**src/rtl/ws2812_bit_encoder.sv**
```systemverilog
// One-wire LED serializer: 24-bit pixels in over valid/ready, NRZ pulse-width bits out MSB first,
// plus the low latch period on request. Optional underrun counter under WS2812_ENC_UNDERRUN_CNT_EN.
module ws2812_bit_encoder #(
   parameter int unsigned N_BITS       = 24,
   parameter int unsigned T0H_CYCLES   = 8,
   parameter int unsigned T1H_CYCLES   = 16,
   parameter int unsigned BIT_CYCLES   = 25,
   parameter int unsigned LATCH_CYCLES = 6000
) (
   input  logic              clk,
   input  logic              reset,
   input  logic [N_BITS-1:0] pixel_data,
   input  logic              pixel_valid,
   output logic              pixel_ready,
   input  logic              frame_end,
   output logic              busy,
   output logic              led_sdi
`ifdef WS2812_ENC_UNDERRUN_CNT_EN
   ,
   output logic [15:0]       underrun_count
`endif
);

   localparam int unsigned CYC_W = $clog2(BIT_CYCLES);
   localparam int unsigned LAT_W = $clog2(LATCH_CYCLES + 1);
   localparam int unsigned IDX_W = $clog2(N_BITS);

   if (!(T0H_CYCLES > 0 && T0H_CYCLES < T1H_CYCLES && T1H_CYCLES < BIT_CYCLES
         && LATCH_CYCLES >= BIT_CYCLES && N_BITS >= 2)) begin : g_param_check
      $error("ws2812_bit_encoder: illegal timing parameters");
   end

   typedef enum logic [1:0] {ST_IDLE, ST_SEND, ST_LATCH} state_e;

   state_e             state_q;
   logic [N_BITS-1:0]  shift_q;
   logic [IDX_W-1:0]   bit_idx_q;
   logic [CYC_W-1:0]   cyc_q;
   logic [LAT_W-1:0]   latch_cnt_q;
   logic               latch_pending_q;
   logic               led_sdi_q;
`ifdef WS2812_ENC_UNDERRUN_CNT_EN
   logic [15:0]        underrun_q;
`endif

   logic bit_last_c;
   logic pixel_last_c;
   logic accept_c;

   // Handshake decoded from state registers only; a pending latch holds off the next pixel.
   assign bit_last_c   = (cyc_q == CYC_W'(BIT_CYCLES - 1));
   assign pixel_last_c = (state_q == ST_SEND) && bit_last_c && (bit_idx_q == '0);
   assign pixel_ready  = !reset && ((state_q == ST_IDLE) || (pixel_last_c && !latch_pending_q));
   assign accept_c     = pixel_valid && pixel_ready;
   assign busy         = (state_q != ST_IDLE) || latch_pending_q;
   assign led_sdi      = led_sdi_q;
`ifdef WS2812_ENC_UNDERRUN_CNT_EN
   assign underrun_count = underrun_q;
`endif

   function automatic logic hi_level(input logic [CYC_W-1:0] c, input logic data_bit);
      return c < (data_bit ? CYC_W'(T1H_CYCLES) : CYC_W'(T0H_CYCLES));
   endfunction

   // led_sdi_q is loaded with the level of the cycle being entered so it lines up with state.
   always_ff @(posedge clk) begin
      if (reset) begin
         state_q         <= ST_IDLE;
         shift_q         <= '0;
         bit_idx_q       <= '0;
         cyc_q           <= '0;
         latch_cnt_q     <= '0;
         latch_pending_q <= 1'b0;
         led_sdi_q       <= 1'b0;
`ifdef WS2812_ENC_UNDERRUN_CNT_EN
         underrun_q      <= '0;
`endif
      end else begin
         led_sdi_q <= 1'b0;
         case (state_q)
            ST_IDLE: begin
               if (accept_c) begin
                  state_q         <= ST_SEND;
                  shift_q         <= pixel_data;
                  bit_idx_q       <= IDX_W'(N_BITS - 1);
                  cyc_q           <= '0;
                  latch_pending_q <= frame_end;
                  led_sdi_q       <= hi_level('0, pixel_data[N_BITS-1]);
               end else if (frame_end) begin
                  state_q     <= ST_LATCH;
                  latch_cnt_q <= '0;
               end
            end
            ST_SEND: begin
               if (frame_end) latch_pending_q <= 1'b1;
               if (!bit_last_c) begin
                  cyc_q     <= cyc_q + CYC_W'(1);
                  led_sdi_q <= hi_level(cyc_q + CYC_W'(1), shift_q[N_BITS-1]);
               end else if (bit_idx_q != '0) begin
                  cyc_q     <= '0;
                  bit_idx_q <= bit_idx_q - IDX_W'(1);
                  shift_q   <= {shift_q[N_BITS-2:0], 1'b0};
                  led_sdi_q <= hi_level('0, shift_q[N_BITS-2]);
               end else if (latch_pending_q) begin
                  state_q         <= ST_LATCH;
                  latch_pending_q <= 1'b0;
                  latch_cnt_q     <= '0;
               end else if (accept_c) begin
                  // Gapless reload: next pixel's MSB starts on the following cycle.
                  shift_q         <= pixel_data;
                  bit_idx_q       <= IDX_W'(N_BITS - 1);
                  cyc_q           <= '0;
                  latch_pending_q <= frame_end;
                  led_sdi_q       <= hi_level('0, pixel_data[N_BITS-1]);
               end else if (frame_end) begin
                  state_q         <= ST_LATCH;
                  latch_pending_q <= 1'b0;
                  latch_cnt_q     <= '0;
               end else begin
                  state_q <= ST_IDLE;
                  cyc_q   <= '0;
`ifdef WS2812_ENC_UNDERRUN_CNT_EN
                  if (underrun_q != 16'hFFFF) underrun_q <= underrun_q + 16'd1;
`endif
               end
            end
            ST_LATCH: begin
               if (latch_cnt_q == LAT_W'(LATCH_CYCLES - 1)) begin
                  state_q     <= ST_IDLE;
                  latch_cnt_q <= '0;
               end else begin
                  latch_cnt_q <= latch_cnt_q + LAT_W'(1);
               end
            end
            default: state_q <= ST_IDLE;
         endcase
      end
   end

endmodule
```
**config.mk**
```make
export PLATFORM = sky130hd
export DESIGN_NAME = ws2812_bit_encoder
export DESIGN_NICKNAME = d
export VERILOG_FILES = /design/src/rtl/ws2812_bit_encoder.sv
export SDC_FILE = /design/constraint.sdc
export NUM_CORES = 1
export LEC_CHECK = 0
export ABC_AREA = 1
export ABC_CLOCK_PERIOD_IN_PS = 2390
export CAP_MARGIN = 40
export CORE_ASPECT_RATIO = 1.75
export CORE_MARGIN = 2
export CORE_UTILIZATION = 57
export CTS_CLUSTER_DIAMETER = 40
export DETAILED_ROUTE_END_ITERATION = 12
export PLACE_DENSITY_LB_ADDON = 0.3
export SETUP_SLACK_MARGIN = 0.2
export SKIP_LAST_GASP = 1
export SLEW_MARGIN = 20
export SYNTH_ARGS = -nofsm -noshare
export SYNTH_HDL_FRONTEND = slang
export SYNTH_SLANG_ARGS = --single-unit
export TNS_END_PERCENT = 10
```
**constraint.sdc**
```tcl
create_clock -name clk -period 2.39 [get_ports clk]
set_clock_uncertainty 0.1 [all_clocks]
set_input_delay 0.5975 -clock clk [delete_from_list [all_inputs] [get_ports clk]]
set_output_delay 0.5975 -clock clk [all_outputs]
set_load 0.02 [all_outputs]
```
==> flow_summary.ini <==
[grt]
busiest_layer = met2
grt_use_met3 = 0.0339
track_usage = 0.236
grt_pass1_vias = 3187
globalRouteMet1Util = 0.229
grt_pass1_wl_um = 13000
grt_antenna_before_repair = 0
overflow = 0
grt_max_degree = 26
use_met2 = 0.477

[clocking]
clockRootBuffer = clkbuf_8
clkSinkCount = 51
cts_buffer_depth = 2
cts.clk_slew.worst_paths_ps = 90
cts_tree = built
cts_made_buffers = 5
insertion_delay_ps = 300
htree_num_levels = 2

[route]
drt-pass1-iter-count = 4
wire_per_inst_um = 12.5
antenna_left = 0
num_vias = 3313
vias_per_cell = 5.14
drc = 0
wl_um = 8030
drtIter0Drc = 210

[final_layout]
final_common_cell = nand2_1
drive_gt1_frac = 0.233
n_antenna_cell = 0
layout_common_cells = nand2_1, inv_1, dfxtp_1
fill_cells = 477
fin_area_mm2 = 0.00419
nNetsFinal = 606
syn_to_final_growth_pct = 23.7
finish.utilization = 0.724

[timing]
setup_violations = 0
finalMaxSlewViolations = 0
rsz0062_at_grt = yes
min_period_ps = 2210
slew_headroom = 0.736
tightestPinTransition_ps = 394
period_share = 0.923
hold_viol = 0
clock.fmax_mhz = 453

[critical_path]
cp-end-kind = output pin
crit_fanout = 3
cp_data_arrival_time_ps = 1510
critPathMaxStageDelay_ps = 340
crit_type = register to output pin
cp-start-kind = register
crit_chain = inv_2, ha_2, nand3_1, inv_1, nand3_2, a21oi_4, buf_6
cp.required_ps = 1690
cp_slowest_cell = dfxtp_1

[synthesis]
syn_avg_cell_area_um2 = 6.68
yosysWarningCount = 0
synth.largest_area_cell = dfxtp_1
yosysUniqueCellTypes = 34
synthTopCellsByArea = dfxtp_1, nand2_1, nand3_2
synth-seq-cells = 51
netlist_instances = 507
syn_area_mm2 = 0.00338
synth_top_area_share = 0.302
synth_seq_area_share = 0.302
synth_fp_nets = 545

[power_and_ir_drop]
ir_drop_mv = 0.528
p_leak_nw = 2.13
powerDensity_mw_per_mm2 = 747

[placed_design]
hpwl_um = 5610
numPortBuffers = 30
place_congestion = 0.864
dpl-instance-area_mm2 = 0.00392

[die]
coreArea_mm2 = 0.00579
dieHeight_um = 106
initial_core_util = 0.585
rows = 37
die_area_mm2 = 0.00659
io_pins = 31
die_w_um = 62.3

[hold_path]
min_path_type = register to register

[job]
maxCapViolations = 0

[status]
status = completed
[layout make-up]
class                   instances  area, um2  area share
clock buffers                   6       72.6      0.0173
well taps                      78       97.6      0.0233
repair buffers                 73        686       0.164
flip-flops and latches         51       1030       0.245
multi-input cells             341       1950       0.465
inverters                      96        360      0.0860
[cells in the mapped netlist]
cell	count
buf_4	7
buf_1	2
buf_2	3
or2_2	3
buf_6	3
or2_1	1
ha_1	10
nor3_1	2
a211oi_1	1
inv_2	4
nor3b_1	1
o21ai_0	15
nor3_2	1
nand2_1	132
nor2_2	2
nand3b_1	2
xor2_1	4
nor2_4	1
inv_1	89
nand3_4	1
nor2_1	48
a21oi_1	15
o31ai_1	1
nand2_2	3
o21ai_1	3
a21oi_2	9
nand3_2	39
nand3_1	30
clkinv_1	3
o22ai_1	1
a21oi_4	1
nand4_1	15
clkbuf_1	4
dfxtp_1	51
[registers in the layout (all words and copies together), names as in the netlist]
signal           count
latch_cnt_q         13
latch_pending_q      1
cyc_q                5
bit_idx_q            5
led_sdi              1
shift_q             24
state_q              2
[repair_timing]
item	CTS	global route
pin swaps	4	10
setup buffers	3	10
setup endpoints to repair	4	46
gates resized for setup	18	16
hold buffers	0	0
[final timing paths]
kind | startpoint | endpoint | slack (ps) | depth (start not counted)
setup reg to reg | bit_idx_q[0] | shift_q[19] | 250 | 14
hold / removal | latch_cnt_q[12] | latch_cnt_q[12] | 390 | 2
setup / recovery | bit_idx_q[0] | pixel_ready | 180 | 7
hold reg to reg | latch_cnt_q[12] | latch_cnt_q[12] | 390 | 2
[power by group]
part           switching (W)  total, W  internal [W]
clock network       0.000261  0.000457      0.000196
logic               0.000868   0.00161      0.000737
registers          0.0000915   0.00106      0.000973
total                0.00122   0.00313       0.00191
[layer usage]
metal | routed length, um | vias up | part of all wire
met3 | 232 | 15 | 0.029
met2 | 4480 | 83 | 0.56
met1 | 3120 | 1518 | 0.39
met5 | 0 | - | 0
met4 | 197 | 0 | 0.025
li1 | - | 1697 | -
[kinds of logic (layout without fill, tap and decap cells)]
family,count (synthesis),in the layout,share of synthesized area
adder cells (fa/ha/maj),10,10,0.0370
XOR/XNOR,4,4,0.0104
AO/OA/AOI/OAI,46,46,0.0832
buffers and inverters,115,175,0.143
flip-flops,51,51,0.302
AND/OR/NAND/NOR,281,281,0.425
[stage by stage]
step	TNS, ps	hold slack (ps)	instances	setup WS (ps)	power (W)
after CTS	0	368	635	134	0.00293
final	0	387	645	183	0.00313
after detailed placement	-171	343	626	-171	0.00244
after global placement	-154	342	626	-154	0.00241
after global routing	0	410	645	82.7	0.00336
after floorplan	0	328	507	334	0.00199
[critical path: cells and delay by family (launching register included)]
family / cells / cell delay, ps
buf+inv: 3 / 300
compound gates: 1 / 180
fa+ha+maj: 1 / 180
simple gates: 2 / 210
flops: 1 / 340
Power figures use the tool's default switching activity.
